**src/rtl/uart_tx_fifo_pkg.sv**
```systemverilog
// Shared UART definitions: transmitter FSM state codes and the clocks-per-bit helper.
package uart_tx_fifo_pkg;

  localparam logic [2:0] IDLE   = 3'd0;
  localparam logic [2:0] START  = 3'd1;
  localparam logic [2:0] DATA   = 3'd2;
  localparam logic [2:0] PARITY = 3'd3;
  localparam logic [2:0] STOP   = 3'd4;

  // Rounded clocks per bit.
  function automatic int unsigned uart_div(input int unsigned freq, input int unsigned rate);
    return (freq + rate / 2) / rate;
  endfunction

endpackage

```
**src/rtl/uart_fifo.sv**
```systemverilog
// Synchronous FIFO with registered occupancy count; push is ignored when full, pop when empty.
module uart_fifo #(
  parameter int unsigned WIDTH = 8,
  parameter int unsigned DEPTH = 4
) (
  input  logic                       clk,
  input  logic                       rst_n,
  input  logic                       push,
  input  logic [WIDTH-1:0]           wdata,
  input  logic                       pop,
  output logic [WIDTH-1:0]           rdata,
  output logic                       full,
  output logic                       empty,
  output logic [$clog2(DEPTH):0]     count
);

  localparam int unsigned AW = $clog2(DEPTH);
  localparam int unsigned CW = AW + 1;

  logic [WIDTH-1:0] mem_q [DEPTH];
  logic [AW-1:0]    wr_ptr_q, rd_ptr_q;
  logic [CW-1:0]    count_q, count_d;
  logic             do_push, do_pop;

  assign full    = (count_q == CW'(DEPTH));
  assign empty   = (count_q == '0);
  assign count   = count_q;
  assign rdata   = mem_q[rd_ptr_q];
  assign do_push = push && !full;
  assign do_pop  = pop && !empty;

  always_comb begin
    count_d = count_q;
    unique case ({do_push, do_pop})
      2'b10:   count_d = count_q + 1'b1;
      2'b01:   count_d = count_q - 1'b1;
      default: count_d = count_q;
    endcase
  end

  always_ff @(posedge clk or negedge rst_n) begin
    if (!rst_n) begin
      wr_ptr_q <= '0;
      rd_ptr_q <= '0;
      count_q  <= '0;
    end else begin
      // Power-of-two depth: pointers wrap naturally.
      if (do_push) wr_ptr_q <= wr_ptr_q + 1'b1;
      if (do_pop)  rd_ptr_q <= rd_ptr_q + 1'b1;
      count_q <= count_d;
    end
  end

  always_ff @(posedge clk) begin
    if (do_push) mem_q[wr_ptr_q] <= wdata;
  end

endmodule

```
**src/rtl/uart_tx_fifo.sv**
```systemverilog
// Buffered 8N1 UART transmitter; frames are sent back-to-back while the FIFO holds data.
// Define UART_TX_PARITY_EN to append an even-parity bit after the data bits.
module uart_tx_fifo
  import uart_tx_fifo_pkg::*;
#(
  parameter int unsigned FREQ       = 1_000_000,
  parameter int unsigned RATE       = 115_200,
  parameter int unsigned FIFO_DEPTH = 4
) (
  input  logic       clk,
  input  logic       rst_n,
  input  logic [7:0] i_data,
  input  logic       i_vld,
  output logic       o_rdy,
  output logic       o_tx,
  output logic       o_busy
);

  localparam int unsigned DIV = uart_div(FREQ, RATE);
  localparam int unsigned BW  = (DIV > 1) ? $clog2(DIV) : 1;

  logic [2:0]                  state_q, state_d;
  logic [BW-1:0]               baud_q, baud_d;
  logic [2:0]                  bit_q, bit_d;
  logic [7:0]                  shift_q, shift_d;
  logic                        tx_q, tx_d;
  logic                        fifo_pop, fifo_full, fifo_empty, load;
  logic [7:0]                  fifo_rdata;
  logic [$clog2(FIFO_DEPTH):0] fifo_count;
  logic                        baud_end;
`ifdef UART_TX_PARITY_EN
  logic                        par_q, par_d;
`endif

  uart_fifo #(
    .WIDTH (8),
    .DEPTH (FIFO_DEPTH)
  ) u_fifo (
    .clk   (clk),
    .rst_n (rst_n),
    .push  (i_vld),
    .wdata (i_data),
    .pop   (fifo_pop),
    .rdata (fifo_rdata),
    .full  (fifo_full),
    .empty (fifo_empty),
    .count (fifo_count)
  );

  assign o_rdy    = !fifo_full;
  assign o_tx     = tx_q;
  assign o_busy   = (state_q != IDLE) || (fifo_count != '0);
  assign baud_end = (baud_q == BW'(DIV - 1));
  assign fifo_pop = load;

  always_comb begin
    state_d = state_q;
    baud_d  = baud_q + 1'b1;
    bit_d   = bit_q;
    shift_d = shift_q;
    tx_d    = tx_q;
    load    = 1'b0;
`ifdef UART_TX_PARITY_EN
    par_d   = par_q;
`endif
    case (state_q)
      IDLE: begin
        baud_d = '0;
        load   = !fifo_empty;
      end
      START: begin
        if (baud_end) begin
          baud_d  = '0;
          bit_d   = '0;
          tx_d    = shift_q[0];
          state_d = DATA;
        end
      end
      DATA: begin
        if (baud_end) begin
          baud_d = '0;
          if (bit_q == 3'd7) begin
`ifdef UART_TX_PARITY_EN
            tx_d    = par_q;
            state_d = PARITY;
`else
            tx_d    = 1'b1;
            state_d = STOP;
`endif
          end else begin
            bit_d   = bit_q + 1'b1;
            shift_d = shift_q >> 1;
            tx_d    = shift_q[1];
          end
        end
      end
`ifdef UART_TX_PARITY_EN
      PARITY: begin
        if (baud_end) begin
          baud_d  = '0;
          tx_d    = 1'b1;
          state_d = STOP;
        end
      end
`endif
      STOP: begin
        if (baud_end) begin
          baud_d  = '0;
          load    = !fifo_empty;
          state_d = IDLE;
        end
      end
      default: begin
        baud_d  = '0;
        tx_d    = 1'b1;
        state_d = IDLE;
      end
    endcase
    // Zero-gap start: head byte is popped straight into the shifter.
    if (load) begin
      shift_d = fifo_rdata;
      tx_d    = 1'b0;
      baud_d  = '0;
      state_d = START;
`ifdef UART_TX_PARITY_EN
      par_d   = ^fifo_rdata;
`endif
    end
  end

  always_ff @(posedge clk or negedge rst_n) begin
    if (!rst_n) begin
      state_q <= IDLE;
      baud_q  <= '0;
      bit_q   <= '0;
      shift_q <= '0;
      tx_q    <= 1'b1;
`ifdef UART_TX_PARITY_EN
      par_q   <= 1'b0;
`endif
    end else begin
      state_q <= state_d;
      baud_q  <= baud_d;
      bit_q   <= bit_d;
      shift_q <= shift_d;
      tx_q    <= tx_d;
`ifdef UART_TX_PARITY_EN
      par_q   <= par_d;
`endif
    end
  end

endmodule

```
**config.mk**
```make
export PLATFORM = sky130hd
export DESIGN_NAME = uart_tx_fifo
export DESIGN_NICKNAME = d
export VERILOG_FILES = /design/src/rtl/uart_tx_fifo_pkg.sv /design/src/rtl/uart_fifo.sv /design/src/rtl/uart_tx_fifo.sv
export SDC_FILE = /design/constraint.sdc
export NUM_CORES = 1
export LEC_CHECK = 0
export BUFFER_PORTS_ARGS = -buffer_cell sky130_fd_sc_hd__buf_2
export CORE_MARGIN = 8
export CORE_UTILIZATION = 54
export DETAILED_ROUTE_END_ITERATION = 6
export HOLD_SLACK_MARGIN = 0.06
export PLACE_DENSITY = 0.72
export SLEW_MARGIN = 20
export SYNTH_ARGS = -nofsm -noshare
export SYNTH_HDL_FRONTEND = slang
export SYNTH_SLANG_ARGS = --single-unit
```
**constraint.sdc**
```tcl
create_clock -name clk -period 2.5 [get_ports clk]
set_input_delay 0.125 -clock clk [delete_from_list [all_inputs] [get_ports clk]]
set_output_delay 0.125 -clock clk [all_outputs]
set_load 0.005 [all_outputs]
```
Word-level counts from Yosys, hierarchy flattened
Memories as Yosys holds them, arrays and structs flattened.
Cells that the tools add are included.

word-level totals
  memories = 1
  word-level logic and storage cells = 78
  memory bits (writable) = 32
  register bits = 26

cells by class
  reduce and logical (&&, ||, !) cells = 19
  multiplexer cells = 26
  add/subtract/negate cells = 6
  equality and inequality tests = 18

memories
  memory        depth  width  rd ports  clocked after Yosys merged registers in  write ports  line             source
  u_fifo.mem_q  4      8      1         0                                        1            uart_fifo.sv:20  logic [WIDTH-1:0] mem_q [DEPTH];

operators by type and width
  kind                   number
  $mux W8                4
  $mux W3                7
  $mux W4                3
  $ne A3 B2 Y1 const B   4
  $pmux W3 S2            2
  $pmux W3 S4            1
  $eq A3 B3 Y1 const B   3
  $reduce_bool A2 Y1     4
  $mux W1                7
  $add A3 B1 Y3 const B  2
  $logic_not A3 Y1       2
  $ne A2 B1 Y1 const B   3
  $ne A2 B2 Y1 const B   3
  $reduce_and A3 Y1      2
  $reduce_bool A3 Y1     2
  $reduce_and A5 Y1      1
  $add A2 B1 Y2 const B  2
  $add A4 B1 Y4 const B  1
  $eq A4 B4 Y1 const B   1
  $reduce_and A4 Y1      1
  $eq A3 B1 Y1 const B   1
  $eq A3 B2 Y1 const B   1
  $pmux W1 S3            1
  $reduce_or A3 Y1       1
  other kinds (8)        10

Depth between registers and ports, before layout
Gate-level depths: netlist (run 1).

  word-level depth = 7
  depth in mapped cells = 10
  mapped depth without buffers = 9

Hierarchy
A second synthesis (run 1) with hierarchy kept.

second synthesis, totals
  cells, all modules = 183
  area, all modules = 2628.8 um2

by module, submodules not included
  module        area an instance (um2)  instances  sequential area each (um2)  cells an instance
  uart_fifo     1584.0                  1          1136.1                      80
  uart_tx_fifo  1044.8                  1          476.7                       103

Worst setup path before layout (run 1)
No wires, ideal clock.

  kind = register to register
  start = register baud_q[0]
  end = register u_fifo.count_q[1] (netlist: u_fifo.count[1])
  stages on the path, launching flop included = 9
  buffers on the path = 1
  data arrival time = 2.235 ns
  setup time = 0.125 ns
  required time = 2.375 ns
  slack = 0.141 ns
  cell sequence = dfrtp_1 > inv_1 > ha_1 > nand3b_4 > a2111oi_2 > buf_2 > ha_1 > fa_1 > mux2_2

between the ends
  longest elaborated chain between the ends = 6
  elaborated cells between the ends (all ways) = 8
  classes of those cells = eq/ne: 3; mux: 3; reduce/logical: 2

RTL lines
  what                                          line                 source
  from (decl)                                   uart_tx_fifo.sv:23   logic [BW-1:0] baud_q, baud_d;
  from (signal assigned)                        uart_tx_fifo.sv:143  baud_q <= baud_d;
  $eq A4 B4 Y1 (*)                              uart_tx_fifo.sv:53   assign baud_end = (baud_q == BW'(DIV - 1));
  $mux W1 (*)                                   uart_tx_fifo.sv:107  if (baud_end) begin
  $pmux W1 S2 (*)                               uart_tx_fifo.sv:66   case (state_q)
  $logic_and A1 B1 Y1 (*)                       uart_fifo.sv:30      assign do_pop = pop && !empty;
  named net u_fifo.do_pop                       uart_fifo.sv:23      logic do_push, do_pop;
  $eq A2 B1 Y1 or $eq A2 B2 Y1 (tied branches)  uart_fifo.sv:34      unique case ({do_push, do_pop})
  $pmux W3 S2 (*)                               uart_fifo.sv:34
  named net u_fifo.count_d[1]                   uart_fifo.sv:22      logic [CW-1:0] count_q, count_d;
  to (signal assigned)                          uart_fifo.sv:50      count_q <= count_d;
  to (decl)                                     uart_fifo.sv:22

The timed path passes the listed nets; every way through them passes the cells marked *.
A chain may end at the register's enable or synchronous reset.

Worst setup path after layout (run 1)
  start = register baud_q[0]
  end = register u_fifo.count_q[1] (netlist: u_fifo.count[1])

between the ends
  longest elaborated chain between the ends = 6
  elaborated cells between the ends (all ways) = 8
  classes of those cells = eq/ne: 3; mux: 3; reduce/logical: 2

RTL lines
  what                                          line
  $eq A4 B4 Y1 (*)                              uart_tx_fifo.sv:53
  $mux W1 (*)                                   uart_tx_fifo.sv:107
  $pmux W1 S2 (*)                               uart_tx_fifo.sv:66
  $logic_and A1 B1 Y1 (*)                       uart_fifo.sv:30
  $eq A2 B1 Y1 or $eq A2 B2 Y1 (tied branches)  uart_fifo.sv:34
  $pmux W3 S2 (*)                               uart_fifo.sv:34
  named net u_fifo.count_d[1]                   uart_fifo.sv:22

Marked as above.

==> summary.md, run 1 <==
The flow ran to the end, and the final reports show no timing, DRC or antenna violations. Derived from the worst setup path, the maximum achievable clock frequency is 0.439 GHz. By area the synthesized netlist is led by edfxtp_1 (37%), dfrtp_1 (24%), mux4_2 (7.0%), ha_1 (4.4%), mux2i_1 (3.1%). The tools report the number of DRC markers after the initial detailed-route iteration as 155. The number of nets in the synthesized netlist is 200. Global routing used 14.0% of the available tracks across all layers. The library cell with the largest summed area after synthesis is edfxtp_1.

The count of buffers added on input and output ports is 13. The number of antenna-violating nets in the routed design is 0, and the slew of the pin with the lowest slew margin is 588 ps. The antenna cell count was 0. For this design the static power due to leakage is 1.24 nW.

Type of the setup path with the least slack: reg -> reg. The number of different library cells used by synthesis comes to 40. The via count of the routed design was 1525. The die covers 7240 um^2. The worst-case IR drop observed on VDD is 0.672 mV. The growth of design area from synthesis to finish is 16.1%. In this run the mean area of a mapped cell was 14.4 um^2. In this run, synthesis inferred 32 flip-flops with an integrated enable.

The insertion delay of the later-clocked pin in the worst-skew pair was 320 ps; the aggregate routed wire length was 4510 um. After clock tree synthesis, the clock-pin slew on the worst setup and hold paths is 70 ps. In the global route stage, met1 resource usage came out at 16.5%.

The logs give 0 for the final global-route overflow total and 62.5% for the portion of the post-synthesis area used by sequential elements. The initial utilization of the core area, before any placement, comes to 55.3%. Startpoint of the worst register-to-register path: baud_q[0]. Leaving out fill and tap cells, the most frequent cells in the layout are edfxtp_1 (32), dfrtp_1 (25), nand2_1 (16), nor2_1 (13), buf_2 (13). The run gives 0 ps as the total negative setup slack. The global-route layer with the greatest usage is met2. The die is 85.1 um tall. Setup repair after global routing left no endpoint under its margin. The number of hold violations in the final report is 0, and the power per unit of standard cell area is 1150 nW/um^2. In this run the critical register-to-register path is captured at u_fifo.count[1].

The tools report the via count of the first global-routing pass as 1673. Entering global routing, the biggest net connects 27 pins. TritonCTS built the clock tree.

In this run the register-to-register setup slack is 220 ps. The number of standard cells in the layout, taps in and fillers out was 265; the synthesized flop and latch total was 58. The worst hold path terminates at u_fifo.wr_ptr_q[0].

Power comes to 3.43 mW. Along the worst hold path, the cell count comes to 3. The met2 usage in global routing came out at 22.4%. Before antenna repair, the detailed router went through 4 iterations. In the final design database the tool counted 227 nets. The element type at the critical path end is a register.

The worst pin sits at a relative slew slack of 60.8%. The endpoint arrival time on the critical path came out at 2480 ps. The tool flagged a number of max-cap violations equal to 0. The count of pins over their slew limit is 0, and the highest net fanout along the worst path is 9.

The wire length of the first global-routing pass was 7740 um; the area of the core was 4660 um^2. The number of cells on the worst reg-to-reg path works out to 7. Among all flip-flop cells after synthesis, the most frequent one is edfxtp_1. The logs give 0 for the DRC violation count after routing and 0 for the number of antenna violations at the first check in global routing.

After legalization and detailed placement, the total HPWL measured 3120 um. Summing all non-filler instances in the final layout gives an area of 2990 um^2. After layout, the worst path uses 91.2% of the clock period. The logs give 0 for the total setup violations reported at the end of the flow and 179 for the gate count of the mapped netlist. Clock skew on the completed layout was measured at 6.13 ps.

The pre-CTS setup slack came out at 147 ps. In this run the core area contains 25 standard-cell rows. The worst hold path startpoint is i_vld. Summed over its instances, the top area cell type makes up 37.3% of the synthesized netlist area. After detailed placement, the total cell area comes to 2680 um^2.

14 I/O pins were placed. The die is 85.1 um wide. The number of placed instances, taps included, is 240. Of the cells placed in the final design, the portion with a size suffix greater than 1 is 22.3%. Counting the buffers created by CTS gives 9.

The Yosys step of the flow raised 0 warnings. The most common library cell in the layout ignoring fill and taps was edfxtp_1. The shortest clock period the worst path allows after layout was 2280 ps; the final weighted congestion of routability-driven global placement was 0.786. In the post-route analysis, the smallest setup slack over all paths is 220 ps. The buffer depth of the longest clock path was 2.

The total setup buffers inserted after CTS was 0; the combined area of all synthesized cells was 2580 um^2. The master cell of the clock root buffer was clkbuf_8. The post-synthesis async set-or-reset flop share came out at 44.8%. The tree built by TritonCTS fans out to 58 sinks. The run gives 3 as the H-tree depth reported by CTS. STA classifies the critical path startpoint as a register. Global routing consumed, on the met3 layer, 4.44% of the routing resources. After detailed routing, the average wire length per cell comes to 17.0 um. The worst hold path belongs to the class in -> reg. For the worst setup path, the data required time is 2710 ps. After detailed routing, the number of vias per cell comes to 5.75.
area by class of cell:
| class | instances | area (um^2) |
|---|---|---|
| Inverter | 6 | 22.5 |
| Clock inverter | 6 | 81.3 |
| Fill cell | 347 | 1670 |
| Timing Repair Buffer | 24 | 170 |
| Clock buffer | 10 | 128 |
| Sequential cell | 58 | 1610 |
| Tap cell | 54 | 67.6 |
| Multi-Input combinational cell | 107 | 911 |
repair_timing:
| item | CTS | global route |
|---|---|---|
| endpoints found under the hold margin | 57 | 0 |
| resized for setup | 0 | 1 |
| hold buffers | 9 | 0 |
| setup endpoints to repair | 0 | 1 |
flip-flops by register name, summed over array words and instances, names as in the netlist:
name             cells
u_fifo.mem_q        32
shift_q              8
baud_q               4
bit_q                3
state_q              3
u_fifo.count         3
u_fifo.rd_ptr_q      2
u_fifo.wr_ptr_q      2
o_tx                 1
layer usage:
metal  vias to the layer above  share of wire, %
met2                        34                50
met3                         6               3.3
met5                         -                 0
li1                        721                 -
met4                         0               1.5
met1                       764                45
worst max-delay path, stage by stage, from the launching register on:
cell and delay (ps):
dfrtp_1 410, inv_1 70, ha_1 200, nand3b_4 150, a2111oi_4 390, ha_1 260, fa_1 420, mux2_2 270
cells in the mapped netlist (all sizes together), types with 2 or more instances:
cell / instances
edfxtp: 32
dfrtp: 25
nand2: 16
nor2: 13
o21ai: 10
ha: 9
mux2i: 8
mux4: 8
buf: 6
inv: 6
xnor2: 5
and3: 4
xor2: 4
mux2: 3
nor3: 3
o2bb2ai: 3
a2111oi: 2
a21oi: 2
a22oi: 2
and2: 2
clkbuf: 2
nor4: 2
stage by stage:
step / utilization, % / hold slack [ps]
CTS: 63.9 / 219
global route: 64.2 / 267
finish: 64.2 / 230
global placement: 57.5 / 147
detailed placement: 57.5 / 168
floorplan: - / -171
logic make-up after synthesis:
group | share of synthesized area (%)
flops | 62.5
simple gates | 9.17
xor+xnor | 3.06
buf+inv | 2.62
fa+ha+maj | 5.14
compound gates | 6.07
mux | 11.4
where the power goes:
| group | leakage (nW) | internal, mW | switching [mW] |
|---|---|---|---|
| clock | 0.104 | 0.554 | 0.351 |
| combinational | 0.523 | 0.486 | 0.481 |
| sequential | 0.615 | 1.31 | 0.242 |
| total | 1.24 | 2.36 | 1.07 |
how the worst max path moves through the flow:
stage / start / endpoint / slack, ps
global placement: baud_q[0] / u_fifo.count[1] / 250
CTS: baud_q[0] / u_fifo.count[1] / 150
floorplan: baud_q[0] / u_fifo.count[1] / 140
finish: baud_q[0] / u_fifo.count[1] / 220
detailed placement: baud_q[0] / u_fifo.count[1] / 150
global route: baud_q[0] / u_fifo.count[1] / 80
Note: power is estimated with default switching activity, not from simulation.
==> run 2: changes to the inputs <==
Settings changed: CORE_MARGIN 8 to not set.
==> run 2 against run 1 <==
  * Count of clock-buffer cells in the layout rose by 3
  * Largest power group unchanged
  * Clock skew about the same
  * Critical endpoint unchanged
  * Combinational power down 3.2%
  * Final cell count fell by 0.75%
  * Sequential share of layout area rose by 0.89 points
==> summary.md, run 2 (same netlist as run 1, synthesis figures left out) <==
For the pin count of the biggest net entering global routing, the log shows 27 (unchanged). Setup repair after global routing left no endpoint under its margin. The global-route layer with the greatest usage was met2.

The slack of the worst reg-to-reg path is 150 ps (-70 ps), and the multi-input gate area in the final layout is 898 um^2 (-1.4%). The via count of the routed design came out at 1473 (-3.4%). The routed via count divided by cell count is 5.60 (-2.7%).

The tools report the leakage power as 1.22 nW (-1.5%). The layout cell share with drive strength beyond 1 was 21.8% (-0.47 points); the x dimension of the die was 71.1 um (-16%). Share of power burned in registers: 47.8% (+2.4 points). The area occupied by registers was 1610 um^2 (unchanged); the buffer depth of the longest clock path was 2 (unchanged). Number of flip-flops in the largest register: 32 (unchanged). The count of buffers inserted at the top-level ports works out to 13 (unchanged).

The tools report the total setup buffers inserted after CTS as 0 (unchanged). The tools report the worst setup path startpoint as baud_q[0]. The worst relative slew slack is 61.6% (+0.80 points), and the worst clock skew is 6.60 ps (+0.476 ps). The CTS buffer count is 9 (unchanged), and the HPWL after detailed placement is 2790 um (-11%). For the power share of the clock group, the log shows 23.2% (-3.2 points). Number of standard cells in the layout, taps in and fillers out: 263 (-0.75%). Net switching power figure: 1.03 mW (-4.2%). The post-detailed-route wirelength per cell came out at 15.6 um (-8.3%).

The slew of the pin with the lowest slew margin is 576 ps (-12.0 ps), and the aggregate routed wire length is 4110 um (-9.0%). The tools report the DRC violation count after routing as 0 (unchanged). Number of antenna-violating nets in the routed design: 0 (unchanged). The insertion delay of the later-clocked pin in the worst-skew pair is 330 ps (about the same), and the number of cells on the worst reg-to-reg path is 7 (unchanged). The worst endpoint required time was 2710 ps (about the same); the area of the core was 4470 um^2 (-4.0%). The tools report the cell total after placement as 238 (-0.83%). The tools report the peak clock frequency supported by timing as 0.426 GHz (-2.8%). The run gives 227 (unchanged) as the net count reported at finish. The initial core utilization was 57.6% (+2.3 points). For the final global-route overflow total, the log shows 0 (unchanged). Vertical die dimension: 71.1 um (-16%). The number of gates resized after cts is 0 (unchanged). In this run the most critical hold path is launched from i_vld.

The most common library cell in the layout ignoring fill and taps was edfxtp_1. The number of hold violations in the final report is 0 (unchanged), and the worst vdd rail ir drop is 0.619 mV (-7.9%). The tools report the global routing met1 resource utilization as 25.0% (+8.5 points). The setup path with the least slack is of type reg -> reg. The worst register-to-register path ends at u_fifo.count[1].

The number of DRC markers after the initial detailed-route iteration is 98 (-37%), and the number of detailed-route iterations in the first pass is 4 (unchanged). The largest registers in the layout are u_fifo.mem_q: 32 flops, shift_q: 8 flops, baud_q: 4 flops. For the total setup violations reported at the end of the flow, the log shows 0 (unchanged). The run gives 0 (unchanged) as the number of antenna violations at the first check in global routing. Power per unit of standard cell area: 1100 nW/um^2 (-4.2%). The startpoint identified for the worst register-to-register timing path is baud_q[0]. Critical path startpoint category: a register. In this run the clock root is driven by a clkbuf_8. The antenna cell count is 0 (unchanged), and the met2 usage in global routing is 28.1% (+5.7 points).

TritonCTS built the clock tree. The H-tree depth reported by CTS was 3 (unchanged). The post-route fraction of the period consumed by the critical path is 93.8% (+2.6 points). The tools report the final weighted congestion of routability-driven global placement as 0.847 (+7.8%). The filler cell count came out at 323 (-6.9%). The clock transition at the registers of the reported paths was 60 ps (about the same). The shortest clock period the worst path allows after layout is 2350 ps (+66.1 ps). The run finished with clean final reports.

The internal cell power is 2.20 mW (-6.5%). For the total negative setup slack, the log shows 0 ps (unchanged). The tools report the standard-cell row count as 24 (-4.0%). Counting flops per register, the top entry is u_fifo.mem_q. The tools report the combinational fraction of design power as 29.0% (+0.8 points). STA classifies the critical path endpoint as a register. The highest net fanout along the worst path is 9 (unchanged).

The tools report the number of clock sinks as 58 (unchanged). The via count of the first global-routing pass was 1508 (-9.9%); the instance area at placement was 2680 um^2 (about the same). The global router's overall resource usage was 19.2% (+5.3 points).

The class of the most critical hold timing path was in -> reg. Wire length of the first global-routing pass: 7000 um (-9.6%). The count of boundary I/O pins was 14 (unchanged); the count of pins over their slew limit was 0 (unchanged). The number of max-cap violations is 0 (unchanged), and the growth of design area from synthesis to finish is 14.2%.

The run gives 5060 um^2 (-30%) as the area enclosed by the die boundary. The met3 capacity usage during global routing is 7.41% (+3.0 points). Net switching fraction of the power: 31.8% (+0.52 points). In this run the worst setup path terminates at u_fifo.count[1]. The tools report the endpoint arrival time on the critical path as 2560 ps (+80 ps). In the layout the commonest cells are edfxtp_1 (32), dfrtp_1 (25), nand2_1 (16), nor2_1 (13), buf_2 (13). For the area of all placed cells without fillers, the log shows 2940 um^2 (-1.6%).
run 2: final cells by class:
| class | instances | share of cell area [%] |
|---|---|---|
| Sequential cell | 58 | 54.8 |
| Multi-Input combinational cell | 107 | 30.5 |
| Timing Repair Buffer | 24 | 5.78 |
| Clock buffer | 13 | 5.40 |
| Tap cell | 52 | 2.21 |
| Inverter | 6 | 0.765 |
| Clock inverter | 3 | 0.552 |
run 2: worst min-delay path by stage:
| stage | to | slack (ps) | cells past startpoint |
|---|---|---|---|
| 6_report | u_fifo.wr_ptr_q[0] | 200 | 3 |
| 5_1_grt | u_fifo.wr_ptr_q[0] | 240 | 3 |
| 4_1_cts | u_fifo.wr_ptr_q[0] | 190 | 3 |
| 3_5_place_dp | shift_q[5] | 160 | 1 |
| 3_3_place_gp | shift_q[5] | 150 | 1 |
| 2_1_floorplan | baud_q[0] | -170 | 0 |
run 2: per-layer routing:
metal | share of wire (%) | wire length [um]
met3 | 4.5 | 184
met5 | 0 | 0
met4 | 1.2 | 51
met1 | 45 | 1860
met2 | 49 | 2010
run 2: worst max-delay path, cell delays in order (launching register included):
cell and delay, ps:
dfrtp_1 410, inv_1 70, ha_1 200, nand3b_4 140, a2111oi_2 470, ha_1 270, fa_1 420, mux2_2 260
run 2: timing repair:
item                       4_1_cts  5_1_grt
hold buffers                     9        0
hold endpoints to repair        57        0
setup endpoints to repair        0        0
run 2: power groups by stage:
| stage | registers [mW] | clock network, mW | logic (mW) |
|---|---|---|---|
| final | 1.55 | 0.750 | 0.936 |
| after detailed placement | 1.57 | 0 | 0.939 |
| after floorplan | 1.46 | 0 | 0.811 |
| after CTS | 1.56 | 0.770 | 0.952 |
| after global routing | 1.59 | 0.808 | 1.06 |
| after global placement | 1.55 | 0 | 0.893 |
run 2: stage by stage:
stage	total power, mW	setup slack (ps)	util [%]	hold slack (ps)
6_report	3.23	154	65.8	205
5_1_grt	3.46	23.8	65.8	243
4_1_cts	3.28	147	65.8	190
3_5_place_dp	2.51	154	59.9	158
3_3_place_gp	2.45	241	59.9	146
2_1_floorplan	2.27	141	-	-171
==> run 3: changes to the inputs <==
--- a/config.mk
+++ b/config.mk
@@ -10,5 +10,5 @@
 export DETAILED_ROUTE_END_ITERATION = 6
 export HOLD_SLACK_MARGIN = 0.06
-export PLACE_DENSITY = 0.72
+export PLACE_DENSITY = 0.79
 export SLEW_MARGIN = 20
 export SYNTH_ARGS = -nofsm -noshare
==> constraint.sdc (replaced) <==
create_clock -name clk -period 2.5 [get_ports clk]
set_input_delay 0.25 -clock clk [delete_from_list [all_inputs] [get_ports clk]]
set_output_delay 0.25 -clock clk [all_outputs]
set_load 0.005 [all_outputs]
==> run 3 against run 2 <==
  * Final cell count down 3.0%
  * Critical path type unchanged
  * Non-clock buffer count shrank 8
  * Die area unchanged
  * Global-route usage rose by 0.71 points
  * Via count is 0.14% lower
  * Flip-flop and latch count did not move
  * Core utilization down 0.73 points
  * Final area down 1.1%
  * Wire length increased by 3.5%
  * Register-to-register slack gained 60 ps
  * Largest cell class unchanged
  * Clock skew increased by 3.1 ps
  * Sequential share of layout area is 0.61 points higher
==> summary.md, run 3 (same netlist as run 1, synthesis figures left out) <==
The flow ran to the end, and the final reports show no timing, DRC or antenna violations. The tools report the H-tree depth reported by CTS as 3 (unchanged). The post-route fraction of the period consumed by the critical path works out to 91.4% (-2.4 points). Number of detailed-route iterations in the first pass: 4 (unchanged). The largest registers in the layout are u_fifo.mem_q: 32 flops, shift_q: 8 flops, baud_q: 4 flops. The tools report the minimum hold slack as 130 ps (-74.3 ps). For the antenna cell count, the log shows 0 (unchanged). The pin count of the biggest net entering global routing is 27 (unchanged). The tools report the worst endpoint required time as 2710 ps (about the same). Most repeated library cell on the critical path: ha_1.

The logs give 0 (unchanged) for the number of antenna-violating nets in the routed design and 0 (unchanged) for the number of antenna violations at the first check in global routing. The filler cell count was 319 (-1.2%); the wire length of the first global-routing pass was 7310 um (+4.5%). The endpoint arrival time on the critical path was 2500 ps (-60 ps); the CTS buffer count was 9 (unchanged). The shortest clock period the worst path allows after layout was 2280 ps (-60.8 ps). The highest net fanout along the worst path came out at 9 (unchanged).

The tools report the initial core utilization as 57.6% (unchanged). The final weighted congestion of routability-driven global placement came out at 0.787 (-7.1%). The maximum cell stage delay along the critical path came out at 430 ps (-40 ps). The register bank with the most flops is u_fifo.mem_q. The worst setup path is launched from a register. The HPWL after detailed placement is 2960 um (+6.2%). The critical path in this run is classified as reg -> reg. The power per unit of standard cell area was 1180 nW/um^2 (+7.1%). The routed via count divided by cell count was 5.77 (+3.0%); the layout cell share with drive strength beyond 1 was 23.6% (+1.8 points).

The DRC violation count after routing was 0 (unchanged). The slew of the pin with the lowest slew margin was 595 ps (+19.3 ps); the net count reported at finish was 219 (-3.5%). X dimension of the die: 71.1 um (unchanged). In this run the worst hold path is classified as in -> reg. The run gives 14 (unchanged) as the count of boundary I/O pins. The count of buffers inserted at the top-level ports is 13 (unchanged), and the via count of the routed design is 1471 (-0.14%). In the layout the commonest cells are edfxtp_1 (32), dfrtp_1 (25), nand2_1 (16), nor2_1 (13), buf_2 (13). The worst relative slew slack came out at 60.3% (-1.3 points).

The vertical die dimension works out to 71.1 um (unchanged). TritonCTS built the clock tree. For the worst clock skew, the log shows 9.73 ps (+3.13 ps). For the number of hold violations in the final report, the log shows 0 (unchanged). The via count of the first global-routing pass is 1575 (+4.4%). Master cell of the clock root buffer: clkbuf_8. The total setup buffers inserted after CTS was 0 (unchanged). The tools report the number of clock sinks as 58 (unchanged). The signal on the critical path passes through inv_1, ha_1, nand3b_4, a2111oi_4, ha_1, fa_1, mux2_2. The number of max-cap violations is 0 (unchanged), and the number of DRC markers after the initial detailed-route iteration is 71 (-28%). The run gives 0.716 mV (+16%) as the worst vdd rail ir drop. The total setup violations reported at the end of the flow was 0 (unchanged). The run gives 4250 um (+3.5%) as the aggregate routed wire length.

The run gives 0 (unchanged) as the count of pins over their slew limit. Setup repair after global routing left no endpoint under its margin. The post-detailed-route wirelength per cell came out at 16.7 um (+6.7%).

The global router's overall resource usage was 19.9% (+0.71 points); the growth of design area from synthesis to finish was 12.9%. The library cell used most frequently in the layout, excluding fill and tap cells, is edfxtp_1. The peak clock frequency supported by timing came out at 0.438 GHz (+2.7%). In this run the critical register-to-register path is launched from baud_q[0]. The final global-route overflow total is 0 (unchanged). The area of the core came out at 4470 um^2 (unchanged). The leakage power was 1.21 nW (-1.0%); the area enclosed by the die boundary was 5060 um^2 (unchanged). Slowest cell on the critical path: fa_1. The tools report the worst setup path startpoint as baud_q[0].

The logs give 24 (unchanged) for the standard-cell row count and 2 (unchanged) for the buffer depth of the longest clock path. The element type at the critical path end is a register. The startpoint identified for the worst hold timing path is i_data[3]. The total negative setup slack is 0 ps (unchanged).

The insertion delay of the later-clocked pin in the worst-skew pair was 330 ps (about the same). Clock transition at the registers of the reported paths: 70 ps (about the same). The number of flip-flops in the largest register was 32 (unchanged).
## run 3: cell types whose count changed in the layout (fill, tap and decap cells not counted), sizes merged
cell,previous run,this run
bufinv,0,2
clkbuf,13,10
clkinv,2,3
dlygate4sd3,9,1
## run 3: what timing repair did
item | CTS | global route
hold buffers | 1 | 0
setup endpoints to repair | 0 | 1
resized for setup | 0 | 1
endpoints found under the hold margin | 25 | 0
## run 3: routing by layer
layer	track usage [%]	wire, um	share of wire (%)
met2	31.6	2150	51
met3	6.84	134	3.2
met1	25.2	1880	44
met5	0	0	0
met4	8.67	80	1.9
## run 3: stage by stage
stage          utilization (%)  setup slack (ps)  cells  cell area [um^2]  total power, mW
2_1_floorplan                -               141    179              2580             2.27
4_1_cts                   64.8               135    255              2900             3.45
6_report                  65.1               215    255              2910             3.42
5_1_grt                   65.1              54.6    255              2910             3.64
3_3_place_gp              59.9               257    238              2680             2.44
3_5_place_dp              59.9               135    238              2680             2.53
## run 3: path summary, 6_finish.rpt
| check | endpoint | slack [ps] | cells after the start |
|---|---|---|---|
| min in group asynchronous | bit_q[1] | 460 | 2 |
| setup / recovery | u_fifo.count[1] | 220 | 7 |
| max in group asynchronous | baud_q[0] | 1640 | 2 |
| hold / removal | u_fifo.mem_q[1][3] | 130 | 1 |
| hold reg to reg | baud_q[0] | 500 | 1 |
| setup reg to reg | u_fifo.count[1] | 220 | 7 |
## run 3: power breakdown
group	internal [mW]	leakage, nW	switching [mW]
combinational	0.480	0.490	0.476
sequential	1.31	0.615	0.247
clock	0.555	0.106	0.350
total	2.35	1.21	1.07
## run 3: cell type report
| type | count | area [um^2] | area share [%] |
|---|---|---|---|
| sequential | 58 | 1610 | 55.4 |
| multi-input combinational | 107 | 911 | 31.3 |
| clock buffer | 10 | 128 | 4.38 |
| timing repair buffer | 16 | 90.1 | 3.09 |
| clock inverter | 6 | 82.6 | 2.84 |
| tap | 52 | 65.1 | 2.23 |
| inverter | 6 | 22.5 | 0.774 |
## run 3: critical path, delay by kind of cell (launching register included)
family	cells	cell delay, ps
adder cells (fa/ha/maj)	3	890
flip-flops	1	410
AO/OA/AOI/OAI	1	390
multiplexers	1	270
AND/OR/NAND/NOR	1	150
buffers and inverters	1	70
